<file path="config.mk">
export PLATFORM = sky130hd
export DESIGN_NAME = keypad_entry_ctrl
export DESIGN_NICKNAME = d
export VERILOG_FILES = /design/src/rtl/kp_pkg.sv /design/src/rtl/kp_debounce.sv /design/src/rtl/keypad_entry_ctrl.sv
export SDC_FILE = /design/constraint.sdc
export NUM_CORES = 1
export LEC_CHECK = 0
export BUFFER_PORTS_ARGS = -buffer_cell sky130_fd_sc_hd__buf_4
export CORE_UTILIZATION = 45
export DETAILED_ROUTE_END_ITERATION = 12
export PLACE_DENSITY = 0.73
export SYNTH_ARGS = -nofsm -noshare
export SYNTH_HDL_FRONTEND = slang
export SYNTH_SLANG_ARGS = --single-unit
</file>
<file path="constraint.sdc">
create_clock -name clk -period 7.5 [get_ports clk]
set_input_delay 0.375 -clock clk [delete_from_list [all_inputs] [get_ports clk]]
set_output_delay 0.375 -clock clk [all_outputs]
set_load 0.05 [all_outputs]
</file>
<file path="src/rtl/kp_pkg.sv">
// Shared types, key codes and helper functions for the keypad entry controller.
package kp_pkg;

  typedef logic [3:0] bcd_digit_t;

  typedef enum logic [1:0] {
    IDLE,
    DEBOUNCE,
    ACCEPT,
    RELEASE
  } kp_state_t;

  localparam int KEY_ENTER  = 10;
  localparam int KEY_CLEAR  = 11;
  localparam int NUM_DIGITS = 4;
  localparam int MAX_VALUE  = 9999;
  localparam int NUM_KEYS   = 12;
  localparam int VALUE_W    = $clog2(MAX_VALUE + 1);

  function automatic logic [3:0] onehotToCode(input logic [NUM_KEYS-1:0] oh);
    logic [3:0] code;
    code = '0;
    for (int i = 0; i < NUM_KEYS; i++) begin
      if (oh[i]) code = 4'(i);
    end
    return code;
  endfunction

  // Horner evaluation: ((d3*10 + d2)*10 + d1)*10 + d0
  function automatic logic [VALUE_W-1:0] bcdToBin(input logic [4*NUM_DIGITS-1:0] bcd);
    logic [VALUE_W-1:0] acc;
    bcd_digit_t         d;
    acc = '0;
    for (int i = NUM_DIGITS - 1; i >= 0; i--) begin
      d   = bcd[4*i +: 4];
      acc = acc * VALUE_W'(10) + VALUE_W'(d);
    end
    return acc;
  endfunction

endpackage

</file>
<file path="src/rtl/kp_debounce.sv">
// Synchronises the raw key lines, rejects multi-key patterns and debounces press and
// release, giving one press strobe per key press. KEYPAD_TIMEOUT_EN exposes an idle flag.
module kp_debounce
  import kp_pkg::*;
#(
  parameter int DEBOUNCE_CYCLES = 4
) (
  input  logic                clk,
  input  logic                reset,
  input  logic [NUM_KEYS-1:0] i_keys,
`ifdef KEYPAD_TIMEOUT_EN
  output logic                o_idle,
`endif
  output logic                o_press,
  output logic [3:0]          o_code
);

  localparam int            CW       = $clog2(DEBOUNCE_CYCLES);
  localparam logic [CW-1:0] CNT_LAST = CW'(DEBOUNCE_CYCLES - 1);

  logic [NUM_KEYS-1:0] r_sync1;
  logic [NUM_KEYS-1:0] r_sync2;
  logic [NUM_KEYS-1:0] r_cand;
  logic [NUM_KEYS-1:0] w_candNext;
  logic [NUM_KEYS-1:0] w_pat;
  logic [CW-1:0]       r_cnt;
  logic [CW-1:0]       w_cntNext;
  kp_state_t           r_state;
  kp_state_t           w_stateNext;
  logic                w_oneHot;

  always_ff @(posedge clk or negedge reset) begin
    if (!reset) begin
      r_sync1 <= '0;
      r_sync2 <= '0;
    end else begin
      r_sync1 <= i_keys;
      r_sync2 <= r_sync1;
    end
  end

  // Chords are treated as "nothing pressed" so they can never start a debounce
  assign w_oneHot = (r_sync2 != '0) && ((r_sync2 & (r_sync2 - NUM_KEYS'(1))) == '0);
  assign w_pat    = w_oneHot ? r_sync2 : '0;

  always_ff @(posedge clk or negedge reset) begin
    if (!reset) begin
      r_state <= IDLE;
      r_cnt   <= '0;
      r_cand  <= '0;
    end else begin
      r_state <= w_stateNext;
      r_cnt   <= w_cntNext;
      r_cand  <= w_candNext;
    end
  end

  always_comb begin
    w_stateNext = r_state;
    w_cntNext   = r_cnt;
    w_candNext  = r_cand;
    case (r_state)
      IDLE: begin
        if (w_oneHot) begin
          w_candNext  = w_pat;
          w_cntNext   = '0;
          w_stateNext = DEBOUNCE;
        end
      end
      DEBOUNCE: begin
        if (w_pat != r_cand)     w_stateNext = IDLE;
        else if (r_cnt == CNT_LAST) w_stateNext = ACCEPT;
        else                     w_cntNext   = r_cnt + CW'(1);
      end
      ACCEPT: begin
        w_cntNext   = '0;
        w_stateNext = RELEASE;
      end
      RELEASE: begin
        // Any activity, even a chord, restarts the release window so holds never repeat
        if (r_sync2 != '0)          w_cntNext   = '0;
        else if (r_cnt == CNT_LAST) w_stateNext = IDLE;
        else                        w_cntNext   = r_cnt + CW'(1);
      end
      default: w_stateNext = IDLE;
    endcase
  end

  assign o_press = (r_state == ACCEPT);
  assign o_code  = onehotToCode(r_cand);
`ifdef KEYPAD_TIMEOUT_EN
  assign o_idle  = (r_state == IDLE);
`endif

endmodule

</file>
<file path="src/rtl/keypad_entry_ctrl.sv">
// Keypad entry controller: 4-digit BCD entry buffer fed by debounced key presses and
// committed to binary on ENTER. Define KEYPAD_TIMEOUT_EN to auto-clear an idle entry.
module keypad_entry_ctrl
  import kp_pkg::*;
#(
  parameter int DEBOUNCE_CYCLES = 4
`ifdef KEYPAD_TIMEOUT_EN
  ,
  parameter int TIMEOUT_CYCLES  = 1000
`endif
) (
  input  logic                    clk,
  input  logic                    reset,
  input  logic [9:0]              key_i,
  input  logic                    enter_i,
  input  logic                    clear_i,
  output logic [4*NUM_DIGITS-1:0] digits_o,
  output logic [2:0]              ndigits_o,
  output logic                    entry_full_o,
  output logic [VALUE_W-1:0]      value_o,
  output logic                    value_valid_o,
  output logic                    timeout_o
);

  logic                    w_press;
  logic [3:0]              w_code;
  logic                    w_full;
  logic                    w_timeoutHit;
  logic [4*NUM_DIGITS-1:0] r_digits;
  logic [2:0]              r_ndigits;
  logic [VALUE_W-1:0]      r_value;
  logic                    r_valueValid;
`ifdef KEYPAD_TIMEOUT_EN
  logic                    w_idle;
`endif

  kp_debounce #(
    .DEBOUNCE_CYCLES(DEBOUNCE_CYCLES)
  ) u_debounce (
    .clk    (clk),
    .reset  (reset),
    .i_keys ({clear_i, enter_i, key_i}),
`ifdef KEYPAD_TIMEOUT_EN
    .o_idle (w_idle),
`endif
    .o_press(w_press),
    .o_code (w_code)
  );

  assign w_full = (r_ndigits == 3'(NUM_DIGITS));

`ifdef KEYPAD_TIMEOUT_EN
  localparam int TW = $clog2(TIMEOUT_CYCLES + 1);

  logic [TW-1:0] r_idleCnt;
  logic          r_timeout;

  assign w_timeoutHit = w_idle && (r_ndigits != '0) && (r_idleCnt == TW'(TIMEOUT_CYCLES - 1));

  always_ff @(posedge clk or negedge reset) begin
    if (!reset) begin
      r_idleCnt <= '0;
      r_timeout <= 1'b0;
    end else begin
      r_timeout <= w_timeoutHit;
      if (w_press || w_timeoutHit)         r_idleCnt <= '0;
      else if (w_idle && r_ndigits != '0) r_idleCnt <= r_idleCnt + TW'(1);
    end
  end

  assign timeout_o = r_timeout;
`else
  assign w_timeoutHit = 1'b0;
  assign timeout_o    = 1'b0;
`endif

  always_ff @(posedge clk or negedge reset) begin
    if (!reset) begin
      r_digits     <= '0;
      r_ndigits    <= '0;
      r_value      <= '0;
      r_valueValid <= 1'b0;
    end else begin
      r_valueValid <= 1'b0;
      if (w_press) begin
        if (w_code < 4'(KEY_ENTER)) begin
          if (!w_full) begin
            r_digits  <= {r_digits[4*NUM_DIGITS-5:0], w_code};
            r_ndigits <= r_ndigits + 3'd1;
          end
        end else if (w_code == 4'(KEY_ENTER)) begin
          if (r_ndigits != '0) begin
            r_value      <= bcdToBin(r_digits);
            r_valueValid <= 1'b1;
            r_digits     <= '0;
            r_ndigits    <= '0;
          end
        end else begin
          r_digits  <= '0;
          r_ndigits <= '0;
        end
      end else if (w_timeoutHit) begin
        r_digits  <= '0;
        r_ndigits <= '0;
      end
    end
  end

  assign digits_o      = r_digits;
  assign ndigits_o     = r_ndigits;
  assign entry_full_o  = w_full;
  assign value_o       = r_value;
  assign value_valid_o = r_valueValid;

endmodule

</file>
==> results of run 1 <==
cells in the final DEF (no fill, tap or decap), drive strengths merged, types with 3 or more instances in the layout:
| cell type | instances |
|---|---|
| nand2b | 5 |
| o211ai | 3 |
| nand3b | 3 |
| o211a | 4 |
| o31ai | 3 |
| fa | 6 |
| ha | 48 |
| o21ai | 31 |
| nor4 | 6 |
| inv | 29 |
| nor4b | 3 |
| nand2 | 42 |
| nor2b | 6 |
| a211oi | 5 |
| nor2 | 28 |
| buf | 50 |
| nand3 | 10 |
| o21bai | 4 |
| a22o | 14 |
| a21oi | 19 |
| mux2 | 15 |
| o21a | 3 |
| clkbuf | 9 |
| a21o | 6 |
| a31oi | 5 |
| xor2 | 15 |
| nor3 | 12 |
| o22ai | 4 |
| dfrtp | 74 |
| xnor2 | 27 |
| or3 | 7 |
worst max path at each step:
stage,endpoint,slack [ns],cells after the start
4_1_cts,value_o[13],1.21,22
2_1_floorplan,value_o[13],1.64,22
3_5_place_dp,value_o[13],1.25,22
6_report,value_o[13],1.19,22
5_1_grt,value_o[13],0.74,22
3_3_place_gp,value_o[13],1.59,22
per-stage QoR:
step                      util (%)  cells
after global routing         53.30    677
after detailed placement     51.30    661
after floorplan                  -    495
after global placement       51.30    661
final                        53.30    677
after CTS                    53.30    677
state kept, by name (all words and copies together) (netlist names), named ones only:
name and count:
digits_o 16, ndigits_o 3, u_debounce.r_cand 12, u_debounce.r_cnt 2
u_debounce.r_state 1, u_debounce.r_sync1 12, u_debounce.r_sync2 12, value_o 14
value_valid_o 1
layout make-up:
type                       count  area (um2)  share of cell area (%)
multi-input combinational    376        2877                   51.58
tap                          136       170.2                   3.051
sequential                    74        1852                   33.21
inverter                      25       93.84                   1.683
clock buffer                   9       123.9                   2.221
clock inverter                 7       85.08                   1.526
timing repair buffer          50       375.4                   6.731
cells by family (layout without fill, tap and decap cells):
group | Yosys count | in the layout | synth area share [%]
other | 1 | 1 | 0.07636
buffers and inverters | 45 | 91 | 3.720
flip-flops | 74 | 74 | 37.71
AND/OR/NAND/NOR | 135 | 135 | 13.81
XOR/XNOR | 44 | 44 | 8.408
AO/OA/AOI/OAI | 124 | 124 | 17.48
multiplexers | 17 | 17 | 3.923
adder cells (fa/ha/maj) | 55 | 55 | 14.88
layer usage:
layer | vias up | routed length, um | share of wire (%) | GRT usage [%]
met5 | - | 0 | 0 | 0
met4 | 0 | 183 | 1.8 | 6.164
met3 | 14 | 473 | 4.6 | 5.028
met1 | 1805 | 4914 | 48 | 26.75
li1 | 1863 | - | - | -
met2 | 94 | 4601 | 45 | 29.78
report_power, final:
part	internal [uW]	switching [uW]
sequential	416	25.1
clock	161	166
combinational	50.8	87.0
total	628	278
==> impl_metrics.toml, run 1 <==
[floorplan]
rows = 37
die_area_mm2 = 0.01133
start_util_pct = 46.94
num_io_pins = 50
die_y_um = 106.5
die_w_um = 106.5
core_region_area_mm2 = 0.01046

[cts]
root_buffer = "clkbuf_8"
clockBufferDepth = 2
cts.hold.buffers_added = 0
cts_made_buffers = 9
ctsResizeCount = 0
cts_tree = "done"
clock_latency_ns = 0.35
clock_sinks = 74
path_clk_slew_ns = 0.09
postCtsSetupBuffers = 0
htree_num_levels = 3

[yosys]
ys_seq_area_share_pct = 37.71
synth_common_cells = "dfrtp_1 (74), ha_1 (48), nand2_1 (42)"
synth_nets = 563
yosys.area.top_type_share_pct = 37.71
synth.most_common_cell = "dfrtp_1"
async_flop_share_pct = 100.0
syn_area_per_cell_um2 = 9.921
yosysTopAreaCell = "dfrtp_1"
syn_inst = 495
ys_types = 67
synthTopCellsByArea = "dfrtp_1 (38%), ha_1 (12%), xnor2_1 (4.8%)"
synth_area_mm2 = 0.004911
ys_warn_count = 0
ys_ff_latch = 74
synth_enable_flop_cells = 0
synth_flop_cell = "dfrtp_1"

[timing]
setup_tns_ns = 0
fmax_mhz = 158.4
hold_violations = 0
maxSlewViolCount = 0
holdWs_ns = 0.1181
worst_pin_slew_ns = 0.9197
slew_headroom_pct = 38.69
rsz0062_at_grt = "no"
setup_slack_ns = 1.188
fin_crit_ns = 6.312
setup_viol = 0
period_share_pct = 84.16
clock-skew-final_ns = 0.009323

[drt]
drt-total-wl_um = 10170
antenna_left = 0
first_iter_violations = 263
wl_per_cell_um = 15.03
vias = 3776
routed_via_density = 5.578
drc = 0
dr.pass1.iters = 5

[final_layout]
fin_area_mm2 = 0.005577
drive_above_1_share_pct = 16.64
finalNetCount = 604
antenna_cells = 0
num-fill-cells = 936
syn2layout_area_growth_pct = 13.55

[place]
preCtsSetupSlack_ns = 1.245
gp_congestion = 0.8812
numPortBuffers = 48
placed_area_mm2 = 0.005368
place_hpwl_um = 7624

[setup_path]
worstPathCellList = "ha_1 > ha_1 > inv_1 > fa_1 > nor2b_1 > o211ai_1 > xnor2_1 > ha_1 > ha_1 > a211oi_1 > o21ai_0 > nor3_1 > xor2_1 > ha_1 > ha_1 > nor3_1 > nand2_1 > a31o_2 > xnor2_1 > nor4b_1 > xnor3_1 > mux2_2"
path_class = "register to register"
crit_top_cell = "ha_1"
slowest_delay_ns = 0.54
crit_required_ns = 7.74
cp.arrival_ns = 6.56
reg2reg_depth = 22
crit_buf_inv = 1
path_max_fanout = 10
crit_path_end_kind = "register"
startpoint_type = "register"
slowest_stage = "a211oi_1"
cpLargestDelayFamily = "adder cells"
crit_start = "digits_o[15]"
r2r-start = "digits_o[15]"
r2r_setup_slack_ns = 1.19
r2r-end = "value_o[13]"

[grt]
grt-ovfl-total = 0
grt_start_max_net_pins = 75
antenna_found_initial = 0
grt_pass1_wl_um = 17480
track_usage_pct = 19.39
grt_pass1_vias = 3642

[worst_hold_path]
whs_path_depth = 1
min_to = "u_debounce.r_sync1[6]"
hp-start = "key_i[6]"
hold_path.class = "input pin to register"

[job]
max_cap_viol_count = 0

[outcome]
run_status = "completed"

[pwr]
power.static_leakage_uw = 0.002797
power_density_mw_per_mm2 = 162.5
p_total_uw = 906.0
peakVddDrop_mv = 0.1189
Note: power is estimated with default switching activity, not from simulation.
==> inputs of run 2 (changes only) <==
--- a/config.mk
+++ b/config.mk
@@ -8,7 +8,7 @@
 export BUFFER_PORTS_ARGS = -buffer_cell sky130_fd_sc_hd__buf_4
 export CORE_UTILIZATION = 45
 export DETAILED_ROUTE_END_ITERATION = 12
-export PLACE_DENSITY = 0.73
+export PLACE_DENSITY = 0.75
 export SYNTH_ARGS = -nofsm -noshare
 export SYNTH_HDL_FRONTEND = slang
 export SYNTH_SLANG_ARGS = --single-unit
==> constraint.sdc (replaced) <==
create_clock -name clk -period 5.3 [get_ports clk]
set_input_delay 0.265 -clock clk [delete_from_list [all_inputs] [get_ports clk]]
set_output_delay 0.265 -clock clk [all_outputs]
set_load 0.05 [all_outputs]
==> impl_metrics.toml, run 2 (synthesis results as in run 1) <==
[drt]
first_iter_violations = 189
drc = 0
routed_via_density = 5.531
vias = 4032
drt-total-wl_um = 11490
dr.pass1.iters = 4
antenna_left = 0
wl_per_cell_um = 15.75

[cts]
clockBufferDepth = 2
clock_latency_ns = 0.36
clock_sinks = 74
cts_made_buffers = 9
path_clk_slew_ns = 0.09
root_buffer = "clkbuf_8"
htree_num_levels = 3
cts_tree = "done"

[setup_path]
crit_path_end_kind = "register"
cp.arrival_ns = 5.62
path_max_fanout = 6
startpoint_type = "register"
crit_required_ns = 5.55
path_class = "register to register"

[timing]
clock-skew-final_ns = 0.01221
hold_violations = 0
fin_crit_ns = 5.371
period_share_pct = 101.3
fmax_mhz = 186.2
worst_pin_slew_ns = 0.9167
rsz0062_at_grt = "yes"
setup_viol = 1
maxSlewViolCount = 0
slew_headroom_pct = 38.89
setup_tns_ns = -0.07087
setup_slack_ns = -0.07087

[grt]
grt_pass1_vias = 3945
antenna_found_initial = 0
grt_pass1_wl_um = 18570
track_usage_pct = 20.68
grt-ovfl-total = 0
grt_start_max_net_pins = 75

[worst_hold_path]
hold_path.class = "input pin to async pin"

[floorplan]
die_y_um = 106.5
start_util_pct = 46.94
core_region_area_mm2 = 0.01046
rows = 37
die_area_mm2 = 0.01133
num_io_pins = 50
die_w_um = 106.5

[place]
numPortBuffers = 48
gp_congestion = 0.8658
preCtsSetupSlack_ns = -0.1955
place_hpwl_um = 7945

[final_layout]
syn2layout_area_growth_pct = 33.27
final_cell_mix = "buf_4 (90), dfrtp_1 (68), nand2_1 (42)"
finalNetCount = 656
largest_reg_flops = 16
antenna_cells = 0
drive_above_1_share_pct = 33.56
final_common_cell = "buf_4"
num-fill-cells = 827

[pwr]
power_density_mw_per_mm2 = 192.3
power.static_leakage_uw = 0.003078
peakVddDrop_mv = 0.1963

[outcome]
run_status = "finished with violations"
violations = "negative setup slack"

[job]
max_cap_viol_count = 0
-- run 2: through the flow --
stage / hold slack [ns] / power, uW / instances / area (um2) / util (%)
2_1_floorplan: -0.03059 / 764.1 / 495 / 5112 / -
3_3_place_gp: 0.3317 / 829.2 / 689 / 5778 / 55.23
3_5_place_dp: 0.3347 / 835.5 / 689 / 5778 / 55.23
4_1_cts: 0.05833 / 1274 / 720 / 6182 / 59.09
5_1_grt: 0.1115 / 1319 / 729 / 6545 / 62.56
6_report: 0.02407 / 1259 / 729 / 6545 / 62.56
-- run 2: final timing paths --
| check | startpoint | end | slack [ns] | depth (start not counted) |
|---|---|---|---|---|
| max in group asynchronous | reset | digits_o[13] | 4.62 | 1 |
| hold reg to reg | u_debounce.r_sync1[3] | u_debounce.r_sync2[3] | 0.35 | 0 |
| setup reg to reg | digits_o[15] | value_o[13] | -0.07 | 21 |
| hold / removal | reset | value_o[8] | 0.02 | 1 |
| setup / recovery | digits_o[15] | value_o[13] | -0.07 | 21 |
| min in group clk | u_debounce.r_sync1[3] | u_debounce.r_sync2[3] | 0.35 | 0 |
-- run 2: routing by layer --
layer	share of wire [%]	track usage, %
met5	0	0
met3	3.7	3.495
met2	47	31.82
met4	1.9	7.632
met1	47	29.26
-- run 2: critical path: stages (launching register included) --
cell and delay, ns:
dfrtp_2 0.44, ha_4 0.28, ha_4 0.13, inv_2 0.04
fa_2 0.49, nor2b_4 0.16, o211ai_1 0.16, xnor2_1 0.31
ha_1 0.32, ha_4 0.34, nand3_4 0.10, o22ai_4 0.22
a2bb2oi_4 0.21, and3b_2 0.27, xor2_4 0.19, ha_4 0.23
ha_4 0.24, a31o_4 0.26, xnor2_4 0.13, nor4b_2 0.22
xnor3_1 0.25, mux2_4 0.26
-- run 2: cell type report --
type / instances / area (um2) / share of cell area [%]
Multi-Input combinational cell: 376 / 3428 / 52.38
Clock buffer: 9 / 123.9 / 1.893
Tap cell: 136 / 170.2 / 2.600
Timing Repair Buffer: 102 / 795.8 / 12.16
Sequential cell: 74 / 1859 / 28.41
Clock inverter: 7 / 70.07 / 1.071
Inverter: 25 / 97.59 / 1.491
-- run 2: power breakdown --
part	internal (uW)	switching (uW)	leakage, uW
Sequential	589	38.0	0.000955
Combinational	80.6	126	0.00203
Clock	183	243	0.0000955
-- run 2: timing repair --
item	in CTS	in global routing
pin swaps	7	33
endpoints found under the hold margin	12	0
setup endpoints to repair	2	4
hold buffers	12	0
setup buffers	3	9
gates resized for setup	15	48
==> inputs of run 3 (changes only) <==
--- a/config.mk
+++ b/config.mk
@@ -8,7 +8,8 @@
 export BUFFER_PORTS_ARGS = -buffer_cell sky130_fd_sc_hd__buf_4
 export CORE_UTILIZATION = 45
 export DETAILED_ROUTE_END_ITERATION = 12
-export PLACE_DENSITY = 0.75
+export PLACE_DENSITY = 0.76
 export SYNTH_ARGS = -nofsm -noshare
 export SYNTH_HDL_FRONTEND = slang
+export SYNTH_HIERARCHICAL = 1
 export SYNTH_SLANG_ARGS = --single-unit
==> impl_metrics.toml, run 3 <==
[outcome]
run_status = "finished with violations"
violations = "negative setup slack"

[place]
placed_area_mm2 = 0.005834
preCtsSetupSlack_ns = -0.1428
numPortBuffers = 48
gp_congestion = 0.9209
place_hpwl_um = 8201

[timing]
setup_viol = 1
hold_violations = 0
clock-skew-final_ns = 0.01359
period_share_pct = 102.9
rsz0062_at_grt = "yes"
setup_tns_ns = -0.1533
maxSlewViolCount = 0
fmax_mhz = 183.4
setup_slack_ns = -0.1533
fin_crit_ns = 5.453
slew_headroom_pct = 33.95
holdWs_ns = 0.01801
worst_pin_slew_ns = 0.9854

[yosys]
ys_seq_area_share_pct = 36.94
ys_warn_count = 6
synth_common_cells = "dfrtp_1 (74), nand2_1 (49), ha_1 (48)"
ys_ff_latch = 74
ys_types = 69
synth_nets = 582
syn_inst = 514
synth_flop_cell = "dfrtp_1"
synthTopCellsByArea = "dfrtp_1 (37%), ha_1 (12%), xnor2_1 (4.7%)"
yosys.area.top_type_share_pct = 36.94
async_flop_share_pct = 100.0
synth.most_common_cell = "dfrtp_1"
synth_area_mm2 = 0.005014
syn_area_per_cell_um2 = 9.754
yosysTopAreaCell = "dfrtp_1"
synth_enable_flop_cells = 0

[grt]
grt_pass1_vias = 4214
grt_start_max_net_pins = 75
grt-ovfl-total = 0
antenna_found_initial = 0
track_usage_pct = 21.48
grt_pass1_wl_um = 19680

[final_layout]
antenna_cells = 0
largest_reg_flops = 16
final_common_cell = "buf_4"
drive_above_1_share_pct = 30.24
fin_area_mm2 = 0.006484
final_cell_mix = "buf_4 (98), dfrtp_1 (70), nand2_1 (48)"
finalNetCount = 688
syn2layout_area_growth_pct = 29.32
num-fill-cells = 908

[floorplan]
die_area_mm2 = 0.01157
start_util_pct = 46.25
rows = 38
num_io_pins = 50
die_w_um = 107.6
die_y_um = 107.6
core_region_area_mm2 = 0.01084

[drt]
antenna_left = 0
dr.pass1.iters = 4
vias = 4266
first_iter_violations = 189
drc = 0
wl_per_cell_um = 15.62
drt-total-wl_um = 11950
routed_via_density = 5.576

[worst_hold_path]
hold_path.class = "input pin to register"
hp-start = "clear_i"
min_to = "u_debounce/r_sync1[11]"
whs_path_depth = 1

[setup_path]
cp.arrival_ns = 5.66
path_max_fanout = 3
crit_path_end_kind = "register"
crit_required_ns = 5.51
reg2reg_depth = 27
startpoint_type = "register"
r2r-end = "value_o[13]"
path_class = "register to register"
r2r_setup_slack_ns = -0.15
r2r-start = "digits_o[12]"

[job]
max_cap_viol_count = 0

[cts]
cts_tree = "done"
path_clk_slew_ns = 0.08
root_buffer = "clkbuf_8"
clockBufferDepth = 2
htree_num_levels = 3
cts_made_buffers = 9
clock_sinks = 74
clock_latency_ns = 0.35

[pwr]
power_density_mw_per_mm2 = 180.2
peakVddDrop_mv = 0.1629
power.static_leakage_uw = 0.003136
run 3: cell types whose count changed after synthesis, moves of 6 or more:
cell and change:
nand2_1 +7, clkbuf_1 -11, nor2_1 +16, nand4_1 +6
run 3: final cells by class:
class                           instances  area (um2)  share of cell area (%)
Multi-Input combinational cell        402        3298                   50.87
Sequential cell                        74        1859                   28.68
Timing Repair Buffer                  110       858.3                   13.24
Tap cell                              140       175.2                   2.702
Clock buffer                            9       123.9                   1.910
Inverter                               23       86.33                   1.332
Clock inverter                          7       82.58                   1.274
run 3: how the worst max path moves through the flow:
| stage | startpoint | endpoint | slack, ns | cells after the start |
|---|---|---|---|---|
| 2_1_floorplan | digits_o[15] | value_o[13] | -0.04 | 22 |
| 3_3_place_gp | digits_o[15] | value_o[13] | 0.01 | 22 |
| 3_5_place_dp | digits_o[15] | value_o[13] | -0.14 | 23 |
| 4_1_cts | digits_o[12] | value_o[13] | 0.003 | 22 |
| 5_1_grt | digits_o[15] | value_o[13] | -0.36 | 23 |
| 6_report | digits_o[12] | value_o[13] | -0.15 | 27 |
run 3: cells by family (layout without fill, tap and decap cells):
logic type	Yosys count	in the layout	share of synthesized area [%]
AND/OR/NAND/NOR	171	171	18.19
XOR/XNOR	40	40	6.988
flip-flops	74	74	36.94
multiplexers	14	14	3.070
other	1	1	0.07480
AO/OA/AOI/OAI	122	122	16.87
adder cells (fa/ha/maj)	54	54	14.38
buffers and inverters	38	149	3.494
run 3: per-layer routing:
layer | part of all wire (%) | track usage, %
met5 | 0 | 0
met4 | 2.2 | 7.828
met3 | 3.7 | 3.935
met2 | 48 | 34.39
met1 | 46 | 28.99
run 3: power breakdown:
part	switching [uW]	total, uW	internal (uW)	leakage (uW)
clock network	233	459	226	0.0000988
registers	27.3	610	583	0.000968
logic	53.3	99.5	46.2	0.00207
total	314	1170	855	0.00314
run 3: worst max-delay path, stage by stage, from the launching register on:
cell and delay, ns:
dfrtp_2 0.41, buf_4 0.15, ha_1 0.20, fa_1 0.41
xor2_1 0.26, ha_1 0.28, ha_1 0.23, inv_1 0.08
fa_1 0.51, nor3b_2 0.32, and3b_1 0.29, nand3_2 0.14
buf_6 0.15, buf_4 0.13, buf_4 0.13, buf_4 0.12
buf_4 0.12, buf_4 0.12, buf_4 0.12, buf_4 0.13
buf_4 0.13, buf_4 0.12, buf_4 0.12, buf_4 0.12
buf_4 0.13, mux2i_2 0.19, xnor2_1 0.14, o21ai_1 0.07
run 3: repair_timing:
item                                    CTS  global route
hold buffers                              6             4
buffers inserted                         15             0
endpoints found under the setup margin    3             4
endpoints found under the hold margin     6             4
gates resized for setup                  17            26
pin swaps                                26            12
run 3: through the flow:
stage | cells | power, uW | utilization [%]
global placement | 724 | 708.7 | 53.82
finish | 765 | 1169 | 59.81
floorplan | 514 | 680.7 | -
CTS | 761 | 1175 | 58.09
global route | 765 | 1220 | 59.81
detailed placement | 724 | 714.3 | 53.82
